--- src/rtl/countdown_timer.sv ---
// ---------------------------------------------------------------------------
// countdown_timer
//   Loadable one-shot down-counter used as a timeout/delay source. A start
//   value N is accepted over a valid/ready handshake while idle. The timer then
//   decrements it once every PRESCALE clocks until it reaches zero.
//   io_done pulses for exactly one cycle when zero is reached.
//
//   Optional feature macro: COUNTDOWN_TIMER_AUTO_RELOAD_EN
//     When defined, N is kept in a reload register and the timer restarts from
//     N after every DONE. Only io_cancel or reset return it to IDLE. A start
//     value of 0 still yields a single io_done and then IDLE.
//
// Parameters
//   WIDTH     count/load width in bits
//   PRESCALE  clocks per decrement (>= 1)
//
// Ports
//   clock          rising-edge clock
//   reset          synchronous, active-high; overrides every other input
//   io_load_valid  start value on io_load_bits is valid
//   io_load_ready  timer can accept a start value (IDLE)
//   io_load_bits   start value N
//   io_cancel      abort a running count (ignored outside COUNT)
//   io_out         current count value
//   io_busy        1 while counting
//   io_done        one-cycle pulse when the count reaches zero
// ---------------------------------------------------------------------------
module countdown_timer #(
  parameter int WIDTH    = 4,
  parameter int PRESCALE = 1
) (
  input  logic             clock,
  input  logic             reset,
  input  logic             io_load_valid,
  output logic             io_load_ready,
  input  logic [WIDTH-1:0] io_load_bits,
  input  logic             io_cancel,
  output logic [WIDTH-1:0] io_out,
  output logic             io_busy,
  output logic             io_done
);

  // At least one prescaler bit, even when PRESCALE == 1.
  localparam int            PW      = (PRESCALE > 1) ? $clog2(PRESCALE) : 1;
  localparam logic [PW-1:0] PS_LAST = PW'(PRESCALE - 1);

  typedef enum logic [1:0] {S_IDLE, S_COUNT, S_DONE} state_e;

  state_e           state_q, state_d;
  logic [WIDTH-1:0] out_q, out_d;
  logic [PW-1:0]    ps_q, ps_d;
`ifdef COUNTDOWN_TIMER_AUTO_RELOAD_EN
  logic [WIDTH-1:0] reload_q, reload_d;
`endif

  logic load_fire;
  logic tick;

  assign load_fire = io_load_valid && (state_q == S_IDLE);
  assign tick      = (ps_q == PS_LAST);

  // State and datapath registers.
  always_ff @(posedge clock) begin
    if (reset) begin
      state_q  <= S_IDLE;
      out_q    <= '0;
      ps_q     <= '0;
`ifdef COUNTDOWN_TIMER_AUTO_RELOAD_EN
      reload_q <= '0;
`endif
    end else begin
      state_q  <= state_d;
      out_q    <= out_d;
      ps_q     <= ps_d;
`ifdef COUNTDOWN_TIMER_AUTO_RELOAD_EN
      reload_q <= reload_d;
`endif
    end
  end

  // Next-state and datapath logic.
  always_comb begin
    state_d  = state_q;
    out_d    = out_q;
    ps_d     = ps_q;
`ifdef COUNTDOWN_TIMER_AUTO_RELOAD_EN
    reload_d = reload_q;
`endif
    unique case (state_q)
      S_IDLE: begin
        if (load_fire) begin
          out_d = io_load_bits;
          ps_d  = '0;
`ifdef COUNTDOWN_TIMER_AUTO_RELOAD_EN
          reload_d = io_load_bits;
`endif
          state_d = (io_load_bits != '0) ? S_COUNT : S_DONE;
        end
      end
      S_COUNT: begin
        // Cancel wins over a decrement on the same edge.
        if (io_cancel) begin
          state_d = S_IDLE;
          out_d   = '0;
          ps_d    = '0;
        end else if (tick) begin
          ps_d = '0;
          // out_q is never 0 here, but never wrap below zero regardless.
          if (out_q != '0) out_d = out_q - WIDTH'(1);
          if (out_q <= WIDTH'(1)) state_d = S_DONE;
        end else begin
          ps_d = ps_q + PW'(1);
        end
      end
      S_DONE: begin
`ifdef COUNTDOWN_TIMER_AUTO_RELOAD_EN
        // A zero start value cannot be reloaded; fall back to one-shot.
        if (reload_q != '0) begin
          state_d = S_COUNT;
          out_d   = reload_q;
          ps_d    = '0;
        end else begin
          state_d = S_IDLE;
        end
`else
        state_d = S_IDLE;
`endif
      end
      default: begin
        state_d = S_IDLE;
        out_d   = '0;
        ps_d    = '0;
      end
    endcase
  end

  // Outputs decode from state / registered count only.
  always_comb begin
    io_load_ready = (state_q == S_IDLE);
    io_busy       = (state_q == S_COUNT);
    io_done       = (state_q == S_DONE);
    io_out        = out_q;
  end

endmodule

--- config.mk ---
export PLATFORM = sky130hd
export DESIGN_NAME = countdown_timer
export DESIGN_NICKNAME = d
export VERILOG_FILES = /design/src/rtl/countdown_timer.sv
export SDC_FILE = /design/constraint.sdc
export NUM_CORES = 1
export LEC_CHECK = 0
export CORE_AREA = 2 2 39 41
export CTS_CLUSTER_SIZE = 24
export DETAILED_ROUTE_END_ITERATION = 16
export DIE_AREA = 0 0 41 43
export GPL_TIMING_DRIVEN = 0
export PLACE_DENSITY = 0.6
export SKIP_LAST_GASP = 1
export SYNTH_ARGS = -nofsm -noshare
export SYNTH_HDL_FRONTEND = slang
export SYNTH_SLANG_ARGS = --single-unit
--- constraint.sdc ---
create_clock -name clock -period 3.8 [get_ports clock]
set_clock_uncertainty 0.2 [all_clocks]
set_input_delay 1.14 -clock clock [delete_from_list [all_inputs] [get_ports clock]]
set_output_delay 1.14 -clock clock [all_outputs]
set_load 0.02 [all_outputs]
==> impl_metrics.py <==
metrics = {
    "run_status": {
        "status": "finished, final reports clean",
    },
    "job": {
        "cap_violations": 0,
    },
    "detailed_routing": {
        "detail_route.vias_per_cell": 5.145,
        "dr_total_vias": 427,
        "routedWlPerCell_um": 11.61,
        "postRouteWirelength_um": 964,
        "drt_iter0_drc": 11,
        "first_pass_iters": 4,
        "postRouteAntennaNets": 0,
        "drc_errors": 0,
    },
    "sta": {
        "fin_ws_ns": 0.7517,
        "fin_crit_ns": 3.048,
        "finalHoldViolations": 0,
        "fmax_ghz": 0.3281,
        "tightest_slew_ns": 0.4260,
        "finalSetupTns_ns": 0,
        "whs_ns": 0.2983,
        "setup_viol": 0,
        "finalMaxSlewViolations": 0,
        "rsz0062_at_grt": "false",
        "relSlewSlack": 0.7150,
        "final.period_utilization": 0.8022,
    },
    "worst_hold_path": {
        "hold_path_depth": 2,
        "min_path_type": "reg -> reg",
        "holdPathEnd": "io_out[1]$_SDFFE_PP0P_",
        "min_from": "io_out[1]$_SDFFE_PP0P_",
    },
    "power_and_ir_drop": {
        "power.switching_uw": 77.91,
        "p_clk_frac": 0.276,
        "peakVddDrop_mv": 0.1435,
        "p_seq_frac": 0.349,
        "switching_share": 0.3453,
        "p_per_area_mw_per_mm2": 378.1,
        "p_leak_nw": 0.2226,
        "p_comb_frac": 0.375,
        "finalPower_uw": 225.7,
        "internal-power_uw": 147.8,
    },
    "clocking": {
        "clock_latency_ns": 0.25,
        "post_cts_buffers": 0,
        "cts_htree_levels": 1,
        "holdBufCountCts": 0,
        "cts_resized": 0,
        "cts_root_buffer": "clkbuf_4",
        "clockBufferDepth": 2,
        "cts_buffers": 3,
        "cts_tree": "built",
        "path_clk_slew_ns": 0.05,
        "cts_sinks": 6,
    },
    "critical_path": {
        "start_kind": "flop",
        "r2r_setup_slack_ns": 2.15,
        "crit_path_start": "state_q[1]$_SDFFE_PP0P_",
        "r2r_start": "io_out[0]$_SDFFE_PP0P_",
        "crit_fanout": 8,
        "worst_r2r_path_depth": 6,
        "worstSetupPathType": "reg -> out",
        "required_ns": 2.46,
        "r2r-end": "io_out[2]$_SDFFE_PP0P_",
        "critPathArrivalTime_ns": 1.71,
        "setup.worst_path.end_class": "primary output",
    },
    "placed_design": {
        "place_ws_ns": 1.025,
        "place_area_um2": 574.3,
        "dp.cells": 80,
        "dp_hpwl_um": 762.8,
        "port_buffers": 14,
        "gp_congestion": 0.7211,
    },
    "die": {
        "num_rows": 14,
        "die_h_um": 43,
        "die-area_mm2": 0.001763,
        "coreArea_mm2": 0.001384,
        "die_x_um": 41,
        "start_util": 0.2993,
        "ios": 15,
    },
    "final_layout": {
        "diodes": 0,
        "area_growth_pct": 44.11,
        "final_util": 0.4313,
        "fin_nets": 79,
        "postLayoutCellArea_um2": 596.8,
        "fin_cells": 83,
        "layout-drive-gt1-share": 0.1045,
    },
    "grt": {
        "overflow": 0,
        "grt_pass1_wl_um": 1621,
        "grt_pass1_vias": 388,
        "grt_start_max_net_pins": 9,
        "grt_use_total": 0.1358,
        "antenna_found_initial": 0,
    },
    "synth": {
        "yosysSeqAreaShare": 0.2900,
        "synthCells": 50,
        "syn_area_per_cell_um2": 8.283,
        "ys_seq_elements": 6,
        "synth.distinct_cells": 25,
        "netlist_area_um2": 414.1,
        "ys_warn_count": 0,
        "synth_fp_nets": 60,
    },
}
power groups by stage:
stage,Sequential (mW),Combinational (mW),Clock [mW]
2_1_floorplan,0.0838,0.0477,0
3_3_place_gp,0.0799,0.0840,0
3_5_place_dp,0.0801,0.0841,0
4_1_cts,0.0786,0.0844,0.0653
5_1_grt,0.0799,0.0931,0.0693
6_report,0.0787,0.0847,0.0623
layout by cell type (no fill, tap or decap):
| master | synthesis | routed |
|---|---|---|
| nor3_1 | 1 | 1 |
| and2_1 | 1 | 1 |
| dfxtp_1 | 6 | 6 |
| nor4_1 | 1 | 1 |
| a311oi_4 | 1 | 1 |
| nor2b_1 | 1 | 1 |
| o21ai_0 | 2 | 2 |
| or2_1 | 1 | 1 |
| a22oi_1 | 2 | 2 |
| a21oi_1 | 5 | 5 |
| or2_2 | 1 | 1 |
| nor2_1 | 7 | 7 |
| clkbuf_4 | 0 | 3 |
| xor2_1 | 1 | 1 |
| or3b_1 | 1 | 1 |
| o21ai_1 | 1 | 1 |
| a32o_1 | 1 | 1 |
| or4_1 | 1 | 1 |
| and2_2 | 1 | 1 |
| inv_1 | 3 | 3 |
| ha_1 | 2 | 2 |
| nand2b_1 | 2 | 2 |
| nand2_1 | 4 | 4 |
| clkdlybuf4s50_1 | 0 | 14 |
| o31ai_1 | 1 | 1 |
| a22o_1 | 2 | 2 |
| nor3b_4 | 1 | 1 |
cells by family (layout without fill, tap and decap cells):
group,count (synthesis),in the layout,synth area share
XOR/XNOR,1,1,0.02115
adder cells (fa/ha/maj),2,2,0.06041
buffers and inverters,3,20,0.02719
flip-flops,6,6,0.2900
AO/OA/AOI/OAI,15,15,0.2810
AND/OR/NAND/NOR,23,23,0.3203
synth_stat cells, drive strengths merged:
| cell | instances | area, um^2 |
|---|---|---|
| a21oi | 5 | 25.02 |
| a22o | 2 | 17.52 |
| a22oi | 2 | 15.01 |
| a311oi | 1 | 26.28 |
| a32o | 1 | 10.01 |
| and2 | 2 | 13.77 |
| dfxtp | 6 | 120.1 |
| ha | 2 | 25.02 |
| inv | 3 | 11.26 |
| nand2 | 4 | 15.01 |
| nand2b | 2 | 12.51 |
| nor2 | 7 | 26.28 |
| nor2b | 1 | 6.260 |
| nor3 | 1 | 5.000 |
| nor3b | 1 | 18.77 |
| nor4 | 1 | 6.260 |
| o21ai | 3 | 15.01 |
| o31ai | 1 | 7.510 |
| or2 | 2 | 12.52 |
| or3b | 1 | 8.760 |
| or4 | 1 | 7.510 |
| xor2 | 1 | 8.760 |
state kept, by name, indices dropped and copies added, names as in the netlist:
| name | count |
|---|---|
| state_q | 2 |
| io_out | 4 |
area by class of cell:
cell class	instances	area, um^2
fillers	146	787.0
clock buffers	3	22.52
inverters	3	11.26
repair buffers	14	140.1
well taps	16	20.02
flip-flops and latches	6	120.1
multi-input cells	41	282.8
critical path, cell delays in order, from the launching register on:
cell             delay, ns
dfxtp_1               0.39
nor2_1                0.38
clkdlybuf4s50_1       0.68
worst max-delay path by stage:
stage	to	slack (ns)	depth (start not counted)
finish	io_load_ready	0.75	2
global route	io_load_ready	0.65	2
CTS	io_load_ready	0.75	2
detailed placement	io_load_ready	1.02	2
global placement	io_load_ready	1.02	2
floorplan	io_done	1.60	1
per-layer routing:
layer	GRT usage	up-vias	part of all wire
li1	-	218	-
met1	0.1812	188	0.47
met2	0.1938	18	0.46
met5	0	-	0
met3	0.01571	3	0.054
met4	0.09333	0	0.024
Power figures use the tool's default switching activity.
